$ cat src/rtl/fetch_queue.sv
// fetch_queue: decouples PC generation from a variable-latency instruction memory with a DEPTH-entry {instr, pc} queue.
// Optional macro FETCH_BYPASS_EN forwards a response straight to decode when the queue is empty.
module fetch_queue #(
  parameter int unsigned     XLEN     = 32,
  parameter int unsigned     DEPTH    = 4,
  parameter logic [XLEN-1:0] RESET_PC = '0
) (
  input  logic            clk,
  input  logic            rst,
  input  logic            en,
  input  logic [1:0]      PCSrcE,
  input  logic [XLEN-1:0] PCTargetE,
  input  logic [XLEN-1:0] ALUResultE,
  output logic            imem_req_valid,
  input  logic            imem_req_ready,
  output logic [XLEN-1:0] imem_req_addr,
  input  logic            imem_rsp_valid,
  input  logic [XLEN-1:0] imem_rsp_data,
  output logic [XLEN-1:0] InstrF,
  output logic [XLEN-1:0] PCF,
  output logic [XLEN-1:0] PCPlus4F,
  output logic            ValidF
);

  localparam int unsigned   PW      = $clog2(DEPTH);
  localparam int unsigned   CW      = PW + 1;
  localparam logic [CW-1:0] DEPTH_C = CW'(DEPTH);

  logic [XLEN-1:0] fetch_pc;
  logic [CW-1:0]   count;
  logic [CW-1:0]   inflight;
  logic [CW-1:0]   discard;
  logic [PW-1:0]   wr_ptr;
  logic [PW-1:0]   rd_ptr;
  logic [PW-1:0]   tag_wr;
  logic [PW-1:0]   tag_rd;

  logic [XLEN-1:0] q_instr [DEPTH];
  logic [XLEN-1:0] q_pc    [DEPTH];
  logic [XLEN-1:0] tag_pc  [DEPTH];

  logic            redirect;
  logic [XLEN-1:0] alu_target;
  logic [XLEN-1:0] target;
  logic [CW:0]     occupancy;
  logic            req_fire;
  logic            rsp_keep;
  logic            bypass;
  logic            push;
  logic            fifo_pop;
  logic            head_valid;
  logic [XLEN-1:0] head_instr;
  logic [XLEN-1:0] head_pc;

  always_comb begin
    redirect   = (PCSrcE == 2'b01) || (PCSrcE == 2'b10);
    alu_target = ALUResultE & ~XLEN'(1);
    target     = (PCSrcE == 2'b10) ? alu_target : PCTargetE;
  end

  // Registered counts only: a pop this cycle frees its slot for requests next cycle.
  assign occupancy      = {1'b0, inflight} + {1'b0, count};
  assign imem_req_valid = rst && !redirect && (occupancy < {1'b0, DEPTH_C});
  assign imem_req_addr  = fetch_pc;
  assign req_fire       = imem_req_valid && imem_req_ready;
  assign rsp_keep       = imem_rsp_valid && (discard == '0);

`ifdef FETCH_BYPASS_EN
  assign bypass = rsp_keep && (count == '0) && !redirect;
`else
  assign bypass = 1'b0;
`endif

  assign head_valid = (count != '0) || bypass;
  assign fifo_pop   = (count != '0) && en && !redirect;
  assign push       = rsp_keep && !redirect && !(bypass && en);
  assign head_instr = bypass ? imem_rsp_data : q_instr[rd_ptr];
  assign head_pc    = bypass ? tag_pc[tag_rd] : q_pc[rd_ptr];

  assign ValidF   = head_valid;
  assign InstrF   = head_valid ? head_instr : '0;
  assign PCF      = head_valid ? head_pc : '0;
  assign PCPlus4F = PCF + XLEN'(4);

  always_ff @(posedge clk or negedge rst) begin
    if (!rst) begin
      fetch_pc <= RESET_PC;
      count    <= '0;
      inflight <= '0;
      discard  <= '0;
      wr_ptr   <= '0;
      rd_ptr   <= '0;
      tag_wr   <= '0;
      tag_rd   <= '0;
    end else begin
      inflight <= inflight + CW'(req_fire) - CW'(imem_rsp_valid);
      if (redirect) begin
        // Every outstanding request is now stale, minus the one answered this cycle.
        fetch_pc <= target;
        discard  <= inflight - CW'(imem_rsp_valid);
        count    <= '0;
        wr_ptr   <= '0;
        rd_ptr   <= '0;
        tag_wr   <= '0;
        tag_rd   <= '0;
      end else begin
        if (req_fire) begin
          fetch_pc <= fetch_pc + XLEN'(4);
          tag_wr   <= tag_wr + PW'(1);
        end
        if (rsp_keep)
          tag_rd <= tag_rd + PW'(1);
        if (imem_rsp_valid && (discard != '0))
          discard <= discard - CW'(1);
        if (push)
          wr_ptr <= wr_ptr + PW'(1);
        if (fifo_pop)
          rd_ptr <= rd_ptr + PW'(1);
        count <= count + CW'(push) - CW'(fifo_pop);
      end
    end
  end

  always_ff @(posedge clk) begin
    if (req_fire)
      tag_pc[tag_wr] <= fetch_pc;
    if (push) begin
      q_instr[wr_ptr] <= imem_rsp_data;
      q_pc[wr_ptr]    <= tag_pc[tag_rd];
    end
  end

endmodule

$ cat config.mk
export PLATFORM = sky130hd
export DESIGN_NAME = fetch_queue
export DESIGN_NICKNAME = d
export VERILOG_FILES = /design/src/rtl/fetch_queue.sv
export SDC_FILE = /design/constraint.sdc
export NUM_CORES = 1
export LEC_CHECK = 0
export CORE_ASPECT_RATIO = 1.25
export CORE_UTILIZATION = 30
export DETAILED_ROUTE_END_ITERATION = 10
export GPL_TIMING_DRIVEN = 0
export PLACE_DENSITY_LB_ADDON = 0.3
export SYNTH_ARGS = -nofsm -noshare
export SYNTH_HDL_FRONTEND = slang
export SYNTH_SLANG_ARGS = --single-unit
export TNS_END_PERCENT = 50
$ cat constraint.sdc
create_clock -name clk -period 4.2 [get_ports clk]
set_input_delay 0.84 -clock clk [delete_from_list [all_inputs] [get_ports clk]]
set_output_delay 0.84 -clock clk [all_outputs]
set_load 0.01 [all_outputs]
==> flow_summary.json <==
{
  "outcome": "finished, final reports clean",
  "worst_slew_pin_slew_ns": 0.938,
  "cp_max_fo": 7,
  "required_ns": 3.36,
  "fin_total_pwr_mw": 13.0,
  "antenna_found_initial": 1,
  "swShare": 0.291,
  "grt_util_all_layers": 0.146,
  "cts_buffer_depth": 3,
  "layout_commonest_cell": "edfxtp_1",
  "cap_violations": 0,
  "multiInputGateArea_um2": 5240,
  "slew-limit-headroom": 0.372,
  "internal-power_mw": 9.22,
  "p_comb_frac": 0.301,
  "cp-end-kind": "primary output",
  "ff_latch_area_um2": 12800,
  "finalSetupViolations": 0,
  "fillers": 5570,
  "synth_simple_gate_area_frac": 0.0847,
  "drt-wirelength-per-cell_um": 20.9,
  "final_cell_mix": "edfxtp_1, clkdlybuf4s50_1, mux4_2",
  "wl_um": 44800,
  "ant_nets": 0,
  "synthXorXnorAreaFrac": 0.0322,
  "cp.arrival_ns": 3.26,
  "grt_overflow": 0,
  "grt_pass1_vias": 10700,
  "crit_type": "flop to primary output",
  "cts_sinks": 433,
  "switching_power_mw": 3.78,
  "fin_crit_sh": 0.975,
  "nNetsFinal": 1462,
  "drc": 0,
  "synth_compound_area_frac": 0.0237,
  "yosysWarnings": 0,
  "synth_cell_type_count": 48,
  "synthAdderAreaFrac": 0.0166,
  "cts_buffers": 46,
  "muxShareOfSynthArea": 0.123,
  "portBuffers": 231,
  "drtIter0Drc": 498,
  "die_w_um": 223,
  "slew_violations": 0,
  "syn_nets": 1154,
  "worst_skew_pair.late_latency_ns": 0.58,
  "postSynthAreaPerCell_um2": 17.7,
  "grt_start_max_net_pins": 41,
  "fin_skew_ns": 0.0268,
  "cp-start-kind": "flop",
  "timing.hold.worst.class": "input port to asynchronous set/reset pin",
  "syn2layout_area_growth_pct": 28.8,
  "clkTransAtPathRegs_ns": 0.06,
  "viasPerCell": 4.76,
  "synth_top_family_by_area": "multiplexers",
  "period_minus_slack_ns": 4.10,
  "synth_area_um2": 18200,
  "core_um2": 59800,
  "power_frac_seq": 0.401,
  "fin_util": 0.393,
  "rows": 100,
  "dp_hpwl_um": 30800,
  "pwr_density_cell_nw_per_um2": 554,
  "dr.pass1.iters": 8,
  "synth_seq_cells": 433,
  "h-tree-depth": 2,
  "synthCells": 1028,
  "num_vias": 10200,
  "drive_gt1_frac": 0.178,
  "ys_seq_area_frac": 0.700,
  "cts_root_buffer": "clkbuf_16",
  "ir_drop_v": 0.000353,
  "n_antenna_cell": 0,
  "hold_viol": 0,
  "io_pins": 233,
  "start_util": 0.305,
  "fmax_ghz": 0.244,
  "die_h_um": 278,
  "gp_congestion": 0.796,
  "grt_first_pass_wirelength_um": 67400,
  "cts_tree": "done",
  "dieArea_um2": 61800,
  "grt_setup_unrepaired": "true",
  "p_leak_nw": 7.82,
  "clkPwrFrac": 0.297
}
[final timing paths]
kind	from	end	slack [ns]	cells past startpoint
setup / recovery	rd_ptr[0]	PCPlus4F[22]	0.10	12
hold / removal	rst	imem_req_addr[10]	0.28	1
hold reg to reg	inflight[0]	inflight[0]	0.54	1
min in group clk	inflight[0]	inflight[0]	0.54	1
setup reg to reg	count[0]	count[2]	0.63	16
max in group asynchronous	rst	count[1]	3.33	2
[power groups by stage]
stage	clock network, mW	registers, mW	logic [mW]
6_report	3.87	5.22	3.92
5_1_grt	4.14	5.24	4.23
4_1_cts	3.98	5.22	3.97
3_5_place_dp	0	5.31	3.78
3_3_place_gp	0	5.30	3.73
2_1_floorplan	0	5.26	1.98
[state kept, by name (all words and copies together) (netlist names), 3 cells and up]
signal,cells
imem_req_addr,32
tag_pc,128
q_pc,128
q_instr,128
count,3
inflight,3
discard,3
[cells in the mapped netlist (all sizes together)]
cell	count	area [µm²]
a22o	1	8.76
edfxtp	384	11500
a211oi	29	218
and4bb	1	12.5
nor4	15	121
nor3	9	45.0
o21ai	2	10.0
nand4bb	1	11.3
fa	2	40.0
inv	27	101
a21o	1	7.51
or2	1	6.26
ha	21	263
and3b	1	8.76
dfrtp	49	1230
nand4	20	155
xnor2	48	420
buf	22	138
nand3	25	125
xor2	19	166
mux2i	4	40.0
nand2b	2	12.5
a21oi	28	140
nor2	14	52.6
and4b	1	10.0
o31ai	2	15.0
a21boi	1	7.51
and4	9	78.8
and2	73	457
a31oi	4	25.0
and3	13	81.3
or4	3	26.3
nand4b	3	26.3
nand2	32	120
nor2b	31	194
mux4	96	2200
clkbuf	34	128
[layer usage]
metal	vias up	global-route usage	wire, µm
met4	2	0.0442	921
li1	4659	-	-
met5	-	0	12
met2	274	0.251	22800
met1	5198	0.187	19100
met3	54	0.0238	1910
[through the flow]
step | instances | TNS, ns | instance area [µm²] | worst slack [ns] | hold slack [ns]
3_5_place_dp | 2032 | -21.93 | 21700 | -1.83 | 0.531
3_3_place_gp | 2024 | -795.79 | 21500 | -2.19 | 0.529
2_1_floorplan | 1028 | 0 | 18200 | 0.381 | 0.488
6_report | 2138 | 0 | 23500 | 0.105 | 0.284
5_1_grt | 2138 | -0.0712 | 23500 | -0.0394 | 0.322
4_1_cts | 2130 | -0.0922 | 23400 | -0.0293 | 0.285
[timing repair]
action / CTS / global route
hold buffers: 0 / 0
endpoints found under the setup margin: 95 / 25
setup buffers: 13 / 9
pin swaps: 9 / 8
gates resized for setup: 69 / 19
[area by class of cell]
class                   instances  area share
plain buffers                  55      0.0147
clock buffers                  55      0.0505
clock inverters                30      0.0102
inverters                      27     0.00442
multi-input cells             512       0.223
flip-flops and latches        433       0.543
well taps                     765      0.0408
repair buffers                261       0.113
[kinds of logic after synthesis]
| logic type | Yosys count |
|---|---|
| fa+ha+maj | 23 |
| simple gates | 254 |
| xor+xnor | 67 |
| buf+inv | 83 |
| compound gates | 68 |
| flops | 433 |
| mux | 100 |
[critical path: stages, from the launching register on]
cell and delay [ns]:
dfrtp_1 0.37, buf_6 0.15, buf_12 0.14, mux4_2 0.39, nand2_4 0.09, inv_4 0.07
ha_4 0.16, nand3_4 0.09, or4_4 0.47, buf_6 0.14, nor4_4 0.26, xor2_1 0.18
buf_2 0.15
Power figures use the tool's default switching activity.
